[config.mk]
export PLATFORM = sky130hd
export DESIGN_NAME = rvfi_trace_source
export DESIGN_NICKNAME = d
export VERILOG_FILES = /design/src/rtl/rvfi_trace_source.sv
export SDC_FILE = /design/constraint.sdc
export NUM_CORES = 2
export LEC_CHECK = 0
export BUFFER_PORTS_ARGS = -buffer_cell sky130_fd_sc_hd__buf_2
export CAP_MARGIN = 0
export CORE_MARGIN = 3
export CORE_UTILIZATION = 40
export CTS_BUF_LIST = sky130_fd_sc_hd__clkbuf_16
export DETAILED_ROUTE_END_ITERATION = 8
export PLACE_DENSITY = 0.6
export SETUP_SLACK_MARGIN = 0.02
export SLEW_MARGIN = 40
export SYNTH_ARGS = -nofsm -noshare
export SYNTH_HDL_FRONTEND = slang
export SYNTH_SLANG_ARGS = --single-unit
[constraint.sdc]
create_clock -name clock -period 9.5 [get_ports clock]
set_input_delay 0 -clock clock [delete_from_list [all_inputs] [get_ports clock]]
set_output_delay 0 -clock clock [all_outputs]
set_load 0.03 [all_outputs]
[src/rtl/rvfi_trace_source.sv]
// rtl/rvfi_trace_source.sv - RVFI retirement traffic replayed from a loadable trace memory
//
// Stands in for a core on the RVFI interface so that rvfi checkers (hang, order,
// pc-continuity) can be driven from unit benches. Supports multi-channel
// retirement, idle gaps between beats, halt records and hang injection.
//
// Ports:
//   clock, reset            clock; synchronous active-high reset
//   ld_*                    write one trace record at ld_addr (only while IDLE)
//   start, len, gap         begin replay of len records (clamped to DEPTH), gap idle cycles per beat
//   hang_en, hang_at        freeze replay once hang_at records have retired
//   abort                   return to IDLE from any state, overrides start
//   busy, done, hung        state is RUN/GAP, DONE, HANG
//   retired                 records emitted since the last start
//   rvfi_*                  registered RVFI retirement channels, NRET wide
module rvfi_trace_source #(
   parameter int NRET  = 1,
   parameter int XLEN  = 32,
   parameter int DEPTH = 16,
   localparam int AW   = $clog2(DEPTH)
) (
   input  logic                 clock,
   input  logic                 reset,
   input  logic                 ld_en,
   input  logic [AW-1:0]        ld_addr,
   input  logic [31:0]          ld_insn,
   input  logic [XLEN-1:0]      ld_pc,
   input  logic [4:0]           ld_rd_addr,
   input  logic [XLEN-1:0]      ld_rd_wdata,
   input  logic                 ld_trap,
   input  logic                 ld_halt,
   input  logic                 start,
   input  logic [AW:0]          len,
   input  logic [7:0]           gap,
   input  logic                 hang_en,
   input  logic [AW:0]          hang_at,
   input  logic                 abort,
   output logic                 busy,
   output logic                 done,
   output logic                 hung,
   output logic [AW:0]          retired,
   output logic [NRET-1:0]      rvfi_valid,
   output logic [NRET*64-1:0]   rvfi_order,
   output logic [NRET*32-1:0]   rvfi_insn,
   output logic [NRET-1:0]      rvfi_trap,
   output logic [NRET-1:0]      rvfi_halt,
   output logic [NRET*XLEN-1:0] rvfi_pc_rdata,
   output logic [NRET*XLEN-1:0] rvfi_pc_wdata,
   output logic [NRET*5-1:0]    rvfi_rd_addr,
   output logic [NRET*XLEN-1:0] rvfi_rd_wdata
);

   localparam logic [2:0] S_IDLE = 3'd0;
   localparam logic [2:0] S_RUN  = 3'd1;
   localparam logic [2:0] S_GAP  = 3'd2;
   localparam logic [2:0] S_HANG = 3'd3;
   localparam logic [2:0] S_DONE = 3'd4;

   localparam logic [AW:0] DEPTH_W = (AW+1)'(DEPTH);

   // Trace memory: deliberately not reset so a reset mid-replay keeps the trace.
   logic [31:0]     mem_insn    [DEPTH];
   logic [XLEN-1:0] mem_pc      [DEPTH];
   logic [4:0]      mem_rd_addr [DEPTH];
   logic [XLEN-1:0] mem_rd_wdata[DEPTH];
   logic            mem_trap    [DEPTH];
   logic            mem_halt    [DEPTH];

   logic [2:0]  state;
   logic [AW:0] len_q, hang_at_q, ptr;
   logic [7:0]  gap_q, gap_cnt;
   logic        hang_en_q, halt_seen;

   always_ff @(posedge clock) begin
      if (ld_en && state == S_IDLE) begin
         mem_insn[ld_addr]     <= ld_insn;
         mem_pc[ld_addr]       <= ld_pc;
         mem_rd_addr[ld_addr]  <= ld_rd_addr;
         mem_rd_wdata[ld_addr] <= ld_rd_wdata;
         mem_trap[ld_addr]     <= ld_trap;
         mem_halt[ld_addr]     <= ld_halt;
      end
   end

   // The first beat issues on the same edge that accepts start, so the beat
   // logic works from "effective" parameters: the incoming ones on a start,
   // the latched ones otherwise.
   logic        start_ok, hang_reached, do_beat, halt_hit, terminal, stop;
   logic [AW:0] len_clamp, eff_len, eff_hang_at, eff_ptr, eff_retired;
   logic [AW:0] n_cnt, nptr, nret;
   logic [7:0]  eff_gap;
   logic        eff_hang_en;
   logic [2:0]  post_state;
   logic [31:0] pos, pos1, rpos;
   logic [AW-1:0] idx;
   logic [NRET-1:0]      emit, beat_trap, beat_halt;
   logic [NRET*64-1:0]   beat_order;
   logic [NRET*32-1:0]   beat_insn;
   logic [NRET*XLEN-1:0] beat_pc_rdata, beat_pc_wdata, beat_rd_wdata;
   logic [NRET*5-1:0]    beat_rd_addr;

   always_comb begin
      start_ok     = start && !abort && (state == S_IDLE || state == S_DONE);
      len_clamp    = (len > DEPTH_W) ? DEPTH_W : len;
      eff_len      = start_ok ? len_clamp : len_q;
      eff_gap      = start_ok ? gap : gap_q;
      eff_hang_en  = start_ok ? hang_en : hang_en_q;
      eff_hang_at  = start_ok ? hang_at : hang_at_q;
      eff_ptr      = start_ok ? '0 : ptr;
      eff_retired  = start_ok ? '0 : retired;
      hang_reached = eff_hang_en && (eff_retired == eff_hang_at);
      if (abort)
         do_beat = 1'b0;
      else if (start_ok)
         do_beat = (len_clamp != '0) && !hang_reached;
      else
         do_beat = (state == S_RUN) && !halt_seen && (ptr != len_q) && !hang_reached;
   end

   // Channels fill in record order until the replay length, the hang point or
   // a halt record cuts the beat short.
   always_comb begin
      emit          = '0;
      beat_order    = '0;
      beat_insn     = '0;
      beat_trap     = '0;
      beat_halt     = '0;
      beat_pc_rdata = '0;
      beat_pc_wdata = '0;
      beat_rd_addr  = '0;
      beat_rd_wdata = '0;
      n_cnt         = '0;
      halt_hit      = 1'b0;
      stop          = 1'b0;
      pos           = '0;
      pos1          = '0;
      rpos          = '0;
      idx           = '0;
      for (int c = 0; c < NRET; c++) begin
         pos  = 32'(eff_ptr) + 32'(c);
         pos1 = pos + 32'd1;
         rpos = 32'(eff_retired) + 32'(c);
         idx  = pos[AW-1:0];
         if (!stop && pos < 32'(eff_len) && (!eff_hang_en || rpos < 32'(eff_hang_at))) begin
            emit[c]                    = 1'b1;
            n_cnt                      = n_cnt + (AW+1)'(1);
            beat_order[c*64 +: 64]     = 64'(rpos);
            beat_insn[c*32 +: 32]      = mem_insn[idx];
            beat_trap[c]               = mem_trap[idx];
            beat_halt[c]               = mem_halt[idx];
            beat_pc_rdata[c*XLEN +: XLEN] = mem_pc[idx];
            beat_pc_wdata[c*XLEN +: XLEN] = (pos1 < 32'(eff_len)) ? mem_pc[pos1[AW-1:0]]
                                                                  : mem_pc[idx] + XLEN'(4);
            beat_rd_addr[c*5 +: 5]     = mem_rd_addr[idx];
            beat_rd_wdata[c*XLEN +: XLEN] = (mem_rd_addr[idx] == 5'd0) ? '0 : mem_rd_wdata[idx];
            if (mem_halt[idx]) begin
               halt_hit = 1'b1;
               stop     = 1'b1;
            end
         end else begin
            stop = 1'b1;
         end
      end
      nptr     = eff_ptr + n_cnt;
      nret     = eff_retired + n_cnt;
      // A finishing beat parks in RUN for one cycle; RUN then resolves to DONE
      // or HANG, so done/hung rise the cycle after the last valid beat.
      terminal = halt_hit || (nptr == eff_len) || (eff_hang_en && nret == eff_hang_at);
      if (terminal)
         post_state = S_RUN;
      else if (eff_gap != 8'd0)
         post_state = S_GAP;
      else
         post_state = S_RUN;
   end

   always_ff @(posedge clock) begin
      if (reset) begin
         state         <= S_IDLE;
         len_q         <= '0;
         gap_q         <= '0;
         gap_cnt       <= '0;
         hang_en_q     <= 1'b0;
         hang_at_q     <= '0;
         ptr           <= '0;
         halt_seen     <= 1'b0;
         retired       <= '0;
         rvfi_valid    <= '0;
         rvfi_order    <= '0;
         rvfi_insn     <= '0;
         rvfi_trap     <= '0;
         rvfi_halt     <= '0;
         rvfi_pc_rdata <= '0;
         rvfi_pc_wdata <= '0;
         rvfi_rd_addr  <= '0;
         rvfi_rd_wdata <= '0;
      end else begin
         rvfi_valid    <= do_beat ? emit          : '0;
         rvfi_order    <= do_beat ? beat_order    : '0;
         rvfi_insn     <= do_beat ? beat_insn     : '0;
         rvfi_trap     <= do_beat ? beat_trap     : '0;
         rvfi_halt     <= do_beat ? beat_halt     : '0;
         rvfi_pc_rdata <= do_beat ? beat_pc_rdata : '0;
         rvfi_pc_wdata <= do_beat ? beat_pc_wdata : '0;
         rvfi_rd_addr  <= do_beat ? beat_rd_addr  : '0;
         rvfi_rd_wdata <= do_beat ? beat_rd_wdata : '0;
         if (start_ok) begin
            len_q     <= len_clamp;
            gap_q     <= gap;
            hang_en_q <= hang_en;
            hang_at_q <= hang_at;
         end
         if (abort) begin
            state     <= S_IDLE;
            ptr       <= '0;
            retired   <= '0;
            halt_seen <= 1'b0;
            gap_cnt   <= '0;
         end else if (do_beat) begin
            ptr       <= nptr;
            retired   <= nret;
            halt_seen <= halt_hit;
            gap_cnt   <= eff_gap;
            state     <= post_state;
         end else if (start_ok) begin
            ptr       <= '0;
            retired   <= '0;
            halt_seen <= 1'b0;
            state     <= (len_clamp == '0) ? S_DONE : S_HANG;
         end else begin
            case (state)
               S_RUN:   state <= (halt_seen || ptr == len_q) ? S_DONE : S_HANG;
               S_GAP:   begin
                  if (gap_cnt <= 8'd1)
                     state <= S_RUN;
                  else
                     gap_cnt <= gap_cnt - 8'd1;
               end
               default: state <= state;
            endcase
         end
      end
   end

   assign busy = (state == S_RUN) || (state == S_GAP);
   assign done = (state == S_DONE);
   assign hung = (state == S_HANG);

endmodule

==> flow_summary_export.csv <==
group,metric,value,unit
worst_setup_path,worst_ep_arrival_time,7.45,ns
worst_setup_path,worstReg2RegEnd,"rvfi_pc_wdata[12]$_SDFF_PP0_",
logic_synthesis,synth_xor_area_share,0.637,%
drt,vias_per_cell,5.93,
grt,antenna_found_initial,28,
clock_network,cts-buffers-inserted,191,
place,dpl_worst_slack,3.04,ns
worst_setup_path,crit_path_end_kind,"flip-flop",
min_path,holdPathEnd,"mem_insn[2][24]$_DFFE_PP_",
clock_network,path_clk_slew,0.06,ns
timing,worst_pin_slew,0.922,ns
worst_setup_path,path_cells,"or4b_4 > buf_4 > nand2_8 > inv_8 > ha_4 > xnor2_2 > buf_4 > inv_2 > ha_1 > o21ai_0 > a21oi_1 > a311o_2 > buf_4 > nand2_1 > o22ai_1",
min_path,hp-class,"input port to flip-flop",
logic_synthesis,synth_top_family_by_area,"compound AO/OA/AOI/OAI gates",
timing,rsz0062_at_grt,"no",
logic_synthesis,yosysMostFrequentCell,"edfxtp_1",
place,hpwlAfterDp,120000,um
worst_setup_path,cpMaxStageDelayCell,"buf_4",
clock_network,clock_tree.buffer_depth,3,
floorplan,fp.coreArea,0.184,mm^2
drt,totalWireLength,227000,um
timing,final_hold_viol_count,0,
logic_synthesis,ys_ff_latch,1830,
logic_synthesis,yosys-top-cells-count,"edfxtp_1, nand2_1, clkbuf_1",
clock_network,cts.sinks,1830,
timing,layout_setup_ws,2.75,ns
timing,setup_viol,0,
logic_synthesis,synthMuxAreaShare,5.97,%
worst_setup_path,criticalPathCategory,"flip-flop to flip-flop",
floorplan,die_w,437,um
layout,drive_gt1_share,15.8,%
floorplan,rows,157,
power_and_ir_drop,powerDensity,195,mW/mm^2
floorplan,die_h,437,um
place,post-place-cells,7566,
drt,vias,48000,
floorplan,ioPinCount,339,
job,maxCapViolCount,0,
worst_setup_path,r2r_slack,2.75,ns
timing,relSlewSlack,38.0,%
worst_setup_path,r2r_cells,15,
floorplan,initial_utilization,40.4,%
drt,drc,0,
place,gp_congestion,0.802,
layout,fin_util,47.0,%
timing,drv_slew,0,
logic_synthesis,synth.top_cells.by_area,"edfxtp_1, dfxtp_1, mux4_2, nand2_1, o22ai_1",
power_and_ir_drop,ir_drop,0.148,mV
place,port_buffers,279,
logic_synthesis,avgSynthCellArea,14.6,um^2
worst_setup_path,cp_slowest_stage_delay,0.68,ns
logic_synthesis,synthArstFlopShare,0,%
logic_synthesis,synth_top_area_share,66.6,%
floorplan,dieArea,0.191,mm^2
worst_setup_path,cp.required,10.20,ns
logic_synthesis,synthSimpleGateAreaFrac,7.43,%
drt,wire_per_inst,28.0,um
drt,antenna_left,0,
worst_setup_path,crit_buf_inv,5,
grt,gr-total-overflow,0,
min_path,hold_depth,3,
timing,period_needed,6.75,ns
drt,first_pass_iters,5,
logic_synthesis,synthCells,5102,
clock_network,cts_tree,"yes",
worst_setup_path,crit_top_cell,"buf_4",
logic_synthesis,synth_compound_area_share,11.2,%
grt,track_usage,23.2,%
timing,fin_crit_sh,71.0,%
grt,first_global_vias,46900,
layout,final_nets,5601,
power_and_ir_drop,finalPower,16.8,mW
timing,fin_skew,0.0521,ns
clock_network,htree_num_levels,4,
timing,fmax,0.148,GHz
drt,dr.first_iter.drc_count,5361,
power_and_ir_drop,p_leak,28.5,nW
logic_synthesis,yosysUniqueCellTypes,90,
worst_setup_path,crit_fanout,78,
logic_synthesis,seq_area_frac_synth,71.5,%
worst_setup_path,reg2reg_from,"state[1]$_SDFFE_PP0P_",
logic_synthesis,syn_area,0.0743,mm^2
layout,syn_to_final_growth,16.2,%
logic_synthesis,synth.largest_area_cell,"edfxtp_1",
grt,grt_max_degree,167,
grt,grt_pass1_wl,328000,um
timing,tns,0,ns
worst_setup_path,cp_top_family,"buffers and inverters",
worst_setup_path,critPathLaunchType,"flip-flop",
clock_network,root_buffer,"clkbuf_16",
layout,stdcell_count,8093,
clock_network,clkLatencyLatePin,0.83,ns
logic_synthesis,synth_edf_count,1648,
logic_synthesis,synth_fa_ha_area_share,0.320,%
logic_synthesis,yosys_warnings,0,
logic_synthesis,synthFlopType,"edfxtp_1",
min_path,worstHoldStart,"ld_addr[2]",
run_status,status,"complete, no violations",
per-stage QoR:
step                      area [um^2]  hold slack (ns)
after floorplan                 74500           0.0989
after global placement          78000            0.267
after detailed placement        78600            0.271
after CTS                       86300          0.00868
after global routing            86300           0.0383
final                           86300           0.0462
cells in the final DEF, fill, tap and decap left out, drive strengths merged, types with 33 or more instances in the layout:
cell type,netlist,routed
edfxtp,1648,1648
a311oi,161,161
nand3,61,61
nand2,802,802
xnor2,33,33
a21boi,54,54
clkbuf,246,195
clkinv,1,80
o221ai,75,75
and3,74,74
o211ai,81,81
o21ai,198,198
o22ai,245,245
inv,26,94
mux4,146,146
conb,1,59
a21oi,146,146
dlygate4sd3,0,154
a31oi,95,95
nor2,163,163
and2,40,40
dfxtp,182,182
a211oi,78,78
mux2i,79,79
buf,189,379
per-layer routing:
layer / vias to the layer above / global-route usage (%) / part of all wire [%]
li1: 20600 / - / -
met1: 24600 / 30.7 / 40
met2: 2221 / 38.2 / 48
met3: 498 / 3.75 / 7.7
met4: 6 / 9.00 / 4.1
met5: - / 0 / 0.015
cells by family (layout without fill, tap and decap cells):
group | Yosys count | count (layout)
DFF | 1830 | 1830
and+or+nand+nor | 1260 | 1260
adders and majority gates | 19 | 19
other | 1 | 72
buffers and inverters | 462 | 918
muxes | 256 | 256
AOI/OAI and AO/OA | 1220 | 1220
xor gates and xnor gates | 54 | 54
power breakdown:
part | total (mW) | internal, mW | switching (mW)
combinational | 0.664 | 0.200 | 0.464
clock | 7.25 | 4.08 | 3.17
sequential | 8.93 | 8.89 | 0.0408
how the worst max path moves through the flow:
stage                                   endpoint                   from  depth (start not counted)
floorplan                  mem_halt[0]$_DFFE_PP_  state[0]$_SDFFE_PP0P_                          5
global placement    rvfi_pc_wdata[13]$_SDFF_PP0_  state[1]$_SDFFE_PP0P_                         15
detailed placement  rvfi_pc_wdata[11]$_SDFF_PP0_  state[1]$_SDFFE_PP0P_                         15
CTS                 rvfi_pc_wdata[11]$_SDFF_PP0_  state[1]$_SDFFE_PP0P_                         15
global route        rvfi_pc_wdata[11]$_SDFF_PP0_  state[1]$_SDFFE_PP0P_                         15
finish              rvfi_pc_wdata[12]$_SDFF_PP0_  state[1]$_SDFFE_PP0P_                         15
state kept, by name, summed over array words and instances, names as in the netlist, 3 cells and up:
name / count
mem_rd_addr: 80
rvfi_insn: 32
mem_trap: 16
state: 3
gap_q: 8
rvfi_rd_addr: 5
mem_rd_wdata: 512
hang_at_q: 5
rvfi_order: 5
rvfi_pc_wdata: 32
gap_cnt: 8
ptr: 5
retired: 5
rvfi_pc_rdata: 32
mem_pc: 512
rvfi_rd_wdata: 32
mem_halt: 16
mem_insn: 512
len_q: 5
cell type report:
type	instances	area, um^2
diodes	13	32.5
flip-flops and latches	1830	53100
fillers	15900	97500
well taps	2464	3080
repair buffers	533	4390
clock inverters	163	1220
multi-input cells	2868	19500
inverters	27	126
clock buffers	195	4880
worst reg2reg max path, stage by stage (launching register included):
cell and delay (ns):
dfxtp_1 0.55, or4b_4 0.62, buf_4 0.59, nand2_8 0.48, inv_8 0.69, ha_4 0.25
xnor2_2 0.11, buf_4 0.68, inv_2 0.57, ha_1 0.45, o21ai_0 0.08, a21oi_1 0.21
a311o_2 0.15, buf_4 0.56, nand2_1 0.40, o22ai_1 0.25
repair_timing:
item	in CTS	in global routing
gates resized for setup	0	0
setup buffers	0	0
hold buffers	154	0
hold endpoints to repair	1816	0
(Power assumes the default switching activity.)
